`src/rtl/aes_arb_pkg.sv`:
```
// Shared types for the AES core arbiter: FSM states and the registered response.
package aes_arb_pkg;
  localparam int AES_BLOCK_W = 128;
  localparam int ID_MAX_W    = 4;

  typedef enum logic [1:0] {
    IDLE  = 2'd0,
    ISSUE = 2'd1,
    WAIT  = 2'd2,
    RESP  = 2'd3
  } arb_state_t;

  // id is sized for the largest supported requester count and truncated at the port
  typedef struct packed {
    logic [AES_BLOCK_W-1:0] data;
    logic [ID_MAX_W-1:0]    id;
    logic                   err;
  } arb_rsp_t;
endpackage

```
`src/rtl/rr_picker.sv`:
```
// Combinational round-robin picker: first set request at or after the pointer, wrapping.
module rr_picker #(
  parameter int N    = 4,
  parameter int ID_W = $clog2(N)
) (
  input  logic [N-1:0]    i_req,
  input  logic [ID_W-1:0] i_ptr,
  output logic [N-1:0]    o_grant,
  output logic [ID_W-1:0] o_idx,
  output logic            o_any
);
  logic [ID_W-1:0] w_j;

  always_comb begin
    o_idx = '0;
    w_j   = '0;
    // scan farthest offset first so the nearest request overwrites it
    for (int k = N - 1; k >= 0; k--) begin
      w_j = ID_W'((int'(i_ptr) + k) % N);
      if (i_req[w_j]) o_idx = w_j;
    end
    o_any   = |i_req;
    o_grant = '0;
    if (o_any) o_grant[o_idx] = 1'b1;
  end
endmodule

```
`src/rtl/aes_core_arbiter.sv`:
```
// Round-robin front end sharing one iterative AES-128 core among N_REQ requesters,
// with a per-transaction timeout that returns an error response.
module aes_core_arbiter
  import aes_arb_pkg::*;
#(
  parameter int N_REQ          = 4,
  parameter int TIMEOUT_CYCLES = 64,
  parameter int ID_W           = $clog2(N_REQ)
) (
  input  logic                                clk,
  input  logic                                rst,
  input  logic [N_REQ-1:0]                    req_valid,
  output logic [N_REQ-1:0]                    req_ready,
  input  logic [N_REQ-1:0][AES_BLOCK_W-1:0]   req_plaintext,
  input  logic [N_REQ-1:0][AES_BLOCK_W-1:0]   req_key,
  output logic                                rsp_valid,
  input  logic                                rsp_ready,
  output logic [AES_BLOCK_W-1:0]              rsp_data,
  output logic [ID_W-1:0]                     rsp_id,
  output logic                                rsp_err,
  output logic                                core_start,
  output logic [AES_BLOCK_W-1:0]              core_plaintext,
  output logic [AES_BLOCK_W-1:0]              core_key,
  input  logic [AES_BLOCK_W-1:0]              core_ciphertext,
  input  logic                                core_valid
);
  localparam int CNT_W = $clog2(TIMEOUT_CYCLES) + 1;
  localparam logic [CNT_W-1:0] CNT_LAST = CNT_W'(TIMEOUT_CYCLES - 1);

  arb_state_t             r_state;
  logic [ID_W-1:0]        r_ptr;
  logic [CNT_W-1:0]       r_cnt;
  logic [AES_BLOCK_W-1:0] r_pt;
  logic [AES_BLOCK_W-1:0] r_key;
  arb_rsp_t               r_rsp;

  logic [N_REQ-1:0] w_grant;
  logic [ID_W-1:0]  w_idx;
  logic             w_any;
  logic [ID_W-1:0]  w_ptr_nxt;

  rr_picker #(.N(N_REQ), .ID_W(ID_W)) u_pick (
    .i_req   (req_valid),
    .i_ptr   (r_ptr),
    .o_grant (w_grant),
    .o_idx   (w_idx),
    .o_any   (w_any)
  );

  assign w_ptr_nxt = ID_W'((int'(r_rsp.id) + 1) % N_REQ);

  // req_ready is the only combinational output; held low while reset is applied
  assign req_ready      = (r_state == IDLE && rst) ? w_grant : '0;
  assign core_start     = (r_state == ISSUE);
  assign rsp_valid      = (r_state == RESP);
  assign rsp_data       = r_rsp.data;
  assign rsp_id         = ID_W'(r_rsp.id);
  assign rsp_err        = r_rsp.err;
  assign core_plaintext = r_pt;
  assign core_key       = r_key;

  always_ff @(posedge clk) begin
    if (!rst) begin
      r_state <= IDLE;
      r_ptr   <= '0;
      r_cnt   <= '0;
      r_pt    <= '0;
      r_key   <= '0;
      r_rsp   <= '0;
    end else begin
      case (r_state)
        IDLE: if (w_any) begin
          r_pt     <= req_plaintext[w_idx];
          r_key    <= req_key[w_idx];
          r_rsp.id <= ID_MAX_W'(w_idx);
          r_state  <= ISSUE;
        end
        ISSUE: begin
          r_cnt   <= '0;
          r_state <= WAIT;
        end
        WAIT: begin
          r_cnt <= r_cnt + 1'b1;
          // a result arriving on the last timeout cycle still wins
          if (core_valid) begin
            r_rsp.data <= core_ciphertext;
            r_rsp.err  <= 1'b0;
            r_state    <= RESP;
          end else if (r_cnt == CNT_LAST) begin
            r_rsp.data <= '0;
            r_rsp.err  <= 1'b1;
            r_state    <= RESP;
          end
        end
        RESP: if (rsp_ready) begin
          r_ptr   <= w_ptr_nxt;
          r_state <= IDLE;
        end
        default: r_state <= IDLE;
      endcase
    end
  end
endmodule

```
`config.mk`:
```
export PLATFORM = sky130hd
export DESIGN_NAME = aes_core_arbiter
export DESIGN_NICKNAME = d
export VERILOG_FILES = /design/src/rtl/aes_arb_pkg.sv /design/src/rtl/rr_picker.sv /design/src/rtl/aes_core_arbiter.sv
export SDC_FILE = /design/constraint.sdc
export NUM_CORES = 1
export LEC_CHECK = 0
export BUFFER_PORTS_ARGS = -buffer_cell sky130_fd_sc_hd__buf_4
export CAP_MARGIN = 10
export CORE_AREA = 5 5 601 603
export CTS_CLUSTER_SIZE = 24
export DETAILED_ROUTE_END_ITERATION = 12
export DIE_AREA = 0 0 606 608
export HOLD_SLACK_MARGIN = 0.05
export SETUP_SLACK_MARGIN = 0.5
export SYNTH_ARGS = -nofsm -noshare
export SYNTH_HDL_FRONTEND = slang
export SYNTH_SLANG_ARGS = --single-unit
```
`constraint.sdc`:
```
create_clock -name clk -period 2.5 [get_ports clk]
set_clock_uncertainty 0.15 [all_clocks]
set_input_delay 0.25 -clock clk [delete_from_list [all_inputs] [get_ports clk]]
set_output_delay 0.25 -clock clk [all_outputs]
set_load 0.1 [all_outputs]
```
==> flow_metrics.tcl, run 1 <==
set metrics [dict create \
    multi_input_area_mm2 0.01379 \
    placed_cells_incl_taps 8776 \
    ys_warn_count 0 \
    route.final.wire_length_um 347200 \
    grt_pass1_wl_um 422100 \
    worst_hold_path_type "primary input to flip-flop" \
    avgViaCountPerCell 3.548 \
    floorplan.initialDensity_pct 5.860 \
    synth_top_cells_by_count "sky130_fd_sc_hd__dfxtp_1, sky130_fd_sc_hd__a211oi_1, sky130_fd_sc_hd__and3_1" \
    nets 6494 \
    drv_cap 0 \
    chipWidth_um 606 \
    placeableCoreArea_mm2 0.3548 \
    cts_num_sinks 398 \
    fill_cells 39810 \
    worst_setup_path_start_kind "flip-flop" \
    r2r_start "r_ptr[0]" \
    clk_pin_slew_worst_paths_ns 0.07 \
    timing.setup.tns_ns -46.92 \
    synth_area_per_cell_um2 8.536 \
    postSynthRegisterBits 398 \
    post_synthesis_compound_gate_area_fraction_pct 28.86 \
    count_of_endpoints_failing_setup_in_the_final_report 225 \
    place.gp.congestion 1.017 \
    yosys.area_share.adder_pct 0.3610 \
    area_delta_synth_final_pct 183.3 \
    cp-startpoint "r_ptr[0]" \
    via_count_of_the_first_global_routing_pass 35710 \
    max_freq_mhz 330.3 \
    storage_element_area_mm2 0.007971 \
    tritoncts "built" \
    detailedPlacementHpwl_um 298400 \
    clock_tree.buffer_depth 3 \
    fraction_of_synthesized_cell_area_in_xor_and_xnor_cells_pct 0.2527 \
    routed-via-count 36800 \
    slew_headroom_pct 34.87 \
    num_rows 219 \
    post_synth_mux_area_share_pct 6.113 \
    max_fanout_on_critical_path 22 \
    number_of_antenna_violations_at_the_first_check_in_global_routing 397 \
    deepest_level_of_the_cts_h_tree 2 \
    dr.first_iter.drc_count 3853 \
    syn_area_mm2 0.02079 \
    worstSkewPairLatency_ns 0.68 \
    grt-ovfl-total 0 \
    synth_nets 3602 \
    tritoncts.num_buffers 56 \
    grt_start_max_net_pins 135 \
    io_buffers 1552 \
    die_area_mm2 0.3684 \
    synth.most_common_cell "sky130_fd_sc_hd__dfxtp_1" \
    critPathCaptureType "flip-flop" \
    num_io_pins 1553 \
    track_usage_pct 17.74 \
    timing.hold.worst.start "req_key[294]" \
    drive_gt1_share_pct 45.08 \
    synth_top_area_share_pct 38.32 \
    async_reset_ff_share_pct 0 \
    final_cell_count_no_fill 10370 \
    transition_time_at_the_pin_with_the_least_slew_margin_ns 0.9769 \
    final_min_period_over_clock_period_pct 121.1 \
    finalHoldViolCount 0 \
    worst-setup-path-type "flip-flop to flip-flop" \
    power_w 0.05301 \
    violations "negative setup slack" \
    synth_enable_flop_cells 0 \
    final_antenna_net_count 0 \
    cts-root-buf "sky130_fd_sc_hd__clkbuf_16" \
    synth_ff_type "sky130_fd_sc_hd__dfxtp_1" \
    period_needed_ns 3.027 \
    rsz_0062_raised_after_global_routing "true" \
    synth.largest_area_cell "sky130_fd_sc_hd__dfxtp_1" \
    static-leakage-power_nw 23.96 \
    die_height_um 608 \
    timing_max_transition_violations_final 0 \
    power_per_cell_area_mw_per_mm2 899.9 \
    synthesis.instances 2436 \
    synth.distinct_cells 44 \
    synth_sequential_area_ratio_pct 38.32 \
    worst_slack_ns -0.5274 \
    critical_path_required_ns 2.94 \
    dominant_combinational_cell_family_by_area_after_synthesis "compound AO/OA/AOI/OAI gates" \
    peakVddDrop_uv 731.6 \
    drcViolationCount 0 \
    synth.top_cells.by_area "sky130_fd_sc_hd__dfxtp_1, sky130_fd_sc_hd__a211oi_1, sky130_fd_sc_hd__and3_1, sky130_fd_sc_hd__o31ai_1, sky130_fd_sc_hd__mux2i_1" \
    cp_data_arrival_time_ns 3.47 \
    detail_route.first_pass.iterations 6 \
    result_of_the_run "finished, violations left" \
    synth_simple_gate_area_share_pct 19.60 \
    wl_per_cell_um 33.48 \
]
-- final timing paths --
path / end / slack, ns / cells after the start
max reg2reg: core_key[71] / -0.53 / 9
max: core_key[71] / -0.53 / 9
min: core_key[38] / 0.07 / 4
min reg2reg: core_key[77] / 0.30 / 2
-- what timing repair did --
item / 4_1_cts / 5_1_grt
hold buffers: 1148 / 0
gates cloned: 21 / 10
pin swaps: 67 / 114
setup buffers: 52 / 14
endpoints found under the setup margin: 428 / 426
resized for setup: 224 / 197
endpoints found under the hold margin: 398 / 0
-- metrics by stage --
step	hold WS (ns)	cell area [um2]	utilization, %	worst slack, ns
2_1_floorplan	0.2133	21780	-	0.1737
3_3_place_gp	0.2885	41160	11.60	-1.367
3_5_place_dp	0.2903	41240	11.62	-0.9336
4_1_cts	0.02879	56880	16.03	-0.6461
5_1_grt	0.08832	58640	16.53	-0.5970
6_report	0.07025	58910	16.60	-0.5274
-- sequential cells by signal (all words and copies together) (netlist names) --
name,cells
r_state,2
core_plaintext,128
r_ptr,2
r_cnt,7
rsp_data,128
core_key,128
rsp_id,2
rsp_err,1
-- cell usage in the layout (no fill, tap or decap), types with 31 or more instances in the layout --
| cell | Yosys | layout |
|---|---|---|
| sky130_fd_sc_hd__a211oi_2 | 0 | 145 |
| sky130_fd_sc_hd__buf_12 | 0 | 89 |
| sky130_fd_sc_hd__and3_4 | 0 | 78 |
| sky130_fd_sc_hd__and3_1 | 388 | 310 |
| sky130_fd_sc_hd__a211oi_1 | 389 | 178 |
| sky130_fd_sc_hd__mux2i_1 | 127 | 124 |
| sky130_fd_sc_hd__o221ai_1 | 62 | 62 |
| sky130_fd_sc_hd__nand2_1 | 260 | 259 |
| sky130_fd_sc_hd__a211oi_4 | 0 | 66 |
| sky130_fd_sc_hd__diode_2 | 0 | 249 |
| sky130_fd_sc_hd__a22oi_1 | 128 | 128 |
| sky130_fd_sc_hd__dfxtp_1 | 398 | 397 |
| sky130_fd_sc_hd__nor2_1 | 143 | 138 |
| sky130_fd_sc_hd__o31ai_1 | 195 | 159 |
| sky130_fd_sc_hd__dlygate4sd3_1 | 0 | 1148 |
| sky130_fd_sc_hd__buf_4 | 5 | 1791 |
| sky130_fd_sc_hd__o31ai_2 | 0 | 31 |
| sky130_fd_sc_hd__clkbuf_16 | 0 | 67 |
-- per-layer routing --
metal,global-route usage (%),routed length [um],up-vias
met5,0,1081,-
met4,8.522,22140,176
met3,6.688,34450,850
met2,30.18,164000,2566
met1,19.34,125500,17790
li1,-,-,15420
-- critical path, stage by stage (launching register included) --
cell	delay [ns]
sky130_fd_sc_hd__dfxtp_4	0.38
sky130_fd_sc_hd__nor2b_4	0.05
sky130_fd_sc_hd__or4b_4	0.59
sky130_fd_sc_hd__buf_6	0.19
sky130_fd_sc_hd__buf_12	0.16
sky130_fd_sc_hd__buf_4	0.20
sky130_fd_sc_hd__and3_1	0.17
sky130_fd_sc_hd__a211oi_1	0.67
sky130_fd_sc_hd__buf_4	0.28
sky130_fd_sc_hd__o31ai_1	0.08
-- power breakdown --
group | leakage (nW) | internal (W) | switching, W
sequential | 3.26 | 0.00823 | 0.00162
combinational | 19.7 | 0.00962 | 0.0247
clock | 0.958 | 0.00499 | 0.00387
-- cell type report --
type	instances	share of cell area, %
diodes	249	1.058
clock buffers	83	2.876
clock inverters	20	0.4057
inverters	6	0.04673
multi-input cells	1739	23.41
flip-flops and latches	398	13.53
well taps	4751	10.09
repair buffers	3127	48.58
-- cells by family after synthesis --
| family | after synthesis |
|---|---|
| AOI/OAI and AO/OA | 789 |
| xor gates and xnor gates | 6 |
| buffers and inverters | 299 |
| muxes | 127 |
| DFF | 398 |
| and+or+nand+nor | 811 |
| adders and majority gates | 6 |
(Power assumes the default switching activity.)
==> run 2, diff against run 1 <==
==> constraint.sdc (replaced) <==
create_clock -name clk -period 2.5 [get_ports clk]
set_clock_uncertainty 0.15 [all_clocks]
set_input_delay 0.125 -clock clk [delete_from_list [all_inputs] [get_ports clk]]
set_output_delay 0.125 -clock clk [all_outputs]
set_load 0.1 [all_outputs]
==> run 2 against run 1 <==
The run still ends with negative setup slack left. Sequential power about the same. Utilization rose by 0.68 points. Worst setup slack improved by 0.26 ns. Flip-flop and latch count unchanged. Power grew 2.9%. Final area grew 4.1%. Critical path depth grew 6. Sequential share of layout area fell by 0.52 points. Global-route usage fell by 0.20 points. Largest power group unchanged.
==> flow_metrics.tcl, run 2 (synthesis gave the netlist of run 1 again) <==
set metrics [dict create \
    result_of_the_run "finished, violations left" \
    violations "negative setup slack" \
    top_usage_layer "met2" \
    clk_pin_slew_worst_paths_ns 0.07 \
    cts_num_sinks 398 \
    rsz_0062_raised_after_global_routing "true" \
    grt.met1_usage_pct 19.41 \
    globalRouteMet2Util_pct 29.65 \
    tritoncts.num_buffers 54 \
    max_freq_mhz 361.2 \
    final_min_period_over_clock_period_pct 110.7 \
    worstSkewPairLatency_ns 0.66 \
    floorplan.initialDensity_pct 5.860 \
    via_count_of_the_first_global_routing_pass 35880 \
    detailedPlacementHpwl_um 295300 \
    detail_route.first_pass.iterations 7 \
    gr-usage-met3_pct 6.117 \
    tritoncts "built" \
    grt-ovfl-total 0 \
    max_fanout_on_critical_path 8 \
    io_buffers 1552 \
    die_height_um 608 \
    finalInstanceArea_mm2 0.06130 \
    drv_cap 0 \
    drcViolationCount 0 \
    num_io_pins 1553 \
    chipWidth_um 606 \
    nets 6594 \
    dr.first_iter.drc_count 3609 \
    placeableCoreArea_mm2 0.3548 \
    routed-via-count 37350 \
    place_ws_ns -0.6898 \
    static-leakage-power_nw 24.61 \
    detailed_place.area_mm2 0.04154 \
    transition_time_at_the_pin_with_the_least_slew_margin_ns 0.9256 \
    grt_pass1_wl_um 419300 \
    worst_slack_ns -0.2685 \
    avgViaCountPerCell 3.581 \
    most-common-layout-cells "sky130_fd_sc_hd__buf_4, sky130_fd_sc_hd__dlygate4sd3_1, sky130_fd_sc_hd__dfxtp_1" \
    drive_gt1_share_pct 48.62 \
    cp_data_arrival_time_ns 3.22 \
    layout_commonest_cell "sky130_fd_sc_hd__buf_4" \
    critPathCaptureType "flip-flop" \
    finalHoldViolCount 0 \
    wl_per_cell_um 33.69 \
    power_per_cell_area_mw_per_mm2 889.7 \
    worst_hold_path_type "primary input to flip-flop" \
    route.final.wire_length_um 351400 \
    num_rows 219 \
    cts-root-buf "sky130_fd_sc_hd__clkbuf_16" \
    grt_start_max_net_pins 134 \
    timing_max_transition_violations_final 0 \
    final_antenna_net_count 0 \
    place.gp.congestion 0.9894 \
    worst_setup_path_start_kind "flip-flop" \
    deepest_level_of_the_cts_h_tree 2 \
    slew_headroom_pct 38.30 \
    peakVddDrop_uv 627.8 \
    track_usage_pct 17.54 \
    number_of_antenna_violations_at_the_first_check_in_global_routing 343 \
    area_delta_synth_final_pct 194.8 \
    fill_cells 39340 \
    worst-setup-path-type "flip-flop to flip-flop" \
    period_needed_ns 2.768 \
    count_of_endpoints_failing_setup_in_the_final_report 169 \
    die_area_mm2 0.3684 \
    clock_tree.buffer_depth 3 \
    critical_path_required_ns 2.96 \
]
## run 2: cell count changes in the layout (fill, tap and decap cells not counted), moves of 21 or more
cell | before | now
sky130_fd_sc_hd__dlygate4sd3_1 | 1148 | 1213
sky130_fd_sc_hd__a211oi_1 | 178 | 88
sky130_fd_sc_hd__buf_6 | 30 | 51
sky130_fd_sc_hd__and3_4 | 78 | 176
sky130_fd_sc_hd__diode_2 | 249 | 208
sky130_fd_sc_hd__a211oi_2 | 145 | 218
sky130_fd_sc_hd__and3_1 | 310 | 212
## run 2: critical path, cell delays in order, from the launching register on
cell and delay [ns]:
sky130_fd_sc_hd__dfxtp_2 0.33, sky130_fd_sc_hd__nor2b_2 0.05, sky130_fd_sc_hd__or4b_4 0.53, sky130_fd_sc_hd__buf_12 0.17
sky130_fd_sc_hd__nand2_8 0.08, sky130_fd_sc_hd__buf_4 0.11, sky130_fd_sc_hd__buf_6 0.09, sky130_fd_sc_hd__buf_12 0.14
sky130_fd_sc_hd__buf_12 0.15, sky130_fd_sc_hd__buf_12 0.11, sky130_fd_sc_hd__buf_6 0.10, sky130_fd_sc_hd__buf_16 0.15
sky130_fd_sc_hd__buf_6 0.12, sky130_fd_sc_hd__a211oi_2 0.06, sky130_fd_sc_hd__buf_4 0.15, sky130_fd_sc_hd__o31ai_1 0.20
## run 2: what timing repair did
item                                    in CTS  in global routing
pin swaps                                   61                219
endpoints found under the hold margin      398                  0
cloned                                      13                 30
setup buffers                               50                 46
hold buffers                              1213                  0
endpoints found under the setup margin     405                400
resized for setup                          247                394
## run 2: final timing paths
kind                                          from                 end  slack (ns)  cells past startpoint
worst max-delay path                      r_ptr[0]        core_key[93]       -0.27                     15
worst min-delay path            req_plaintext[457]  core_plaintext[73]        0.11                      4
worst max register to register            r_ptr[0]        core_key[93]       -0.27                     15
worst min register to register        core_key[48]        core_key[48]        0.31                      2
## run 2: final cells by class
cell class                      instances  area (um2)  share of cell area [%]
Antenna cell                          208       520.5                  0.8491
Inverter                                6       27.53                 0.04490
Clock buffer                           70        1491                   2.433
Multi-Input combinational cell       1741       14990                   24.46
Tap cell                             4751        5944                   9.697
Sequential cell                       398        7975                   13.01
Clock inverter                         29       386.6                  0.6307
Timing Repair Buffer                 3227       29970                   48.88
## run 2: stage by stage
step	power [W]	setup TNS [ns]	hold WS, ns	utilization (%)	instances
final	0.05454	-16.99	0.1084	17.28	10430
after global routing	0.05590	-26.41	0.08373	17.21	10330
after CTS	0.05334	-5.364	0.02883	16.23	10150
after detailed placement	0.04113	-16.60	0.2289	11.71	8771
after global placement	0.04117	-18.51	0.2266	11.70	8767
after floorplan	0.02779	0	0.08474	-	2436
## run 2: report_power, final
group | internal [W] | switching (W)
combinational | 0.0102 | 0.0256
sequential | 0.00824 | 0.00188
clock | 0.00485 | 0.00381
total | 0.0232 | 0.0313
## run 2: layer usage
layer | vias up | routed length, um
met1 | 18220 | 127000
met4 | 170 | 24230
li1 | 15580 | -
met5 | - | 1053
met2 | 2548 | 163800
met3 | 829 | 35240
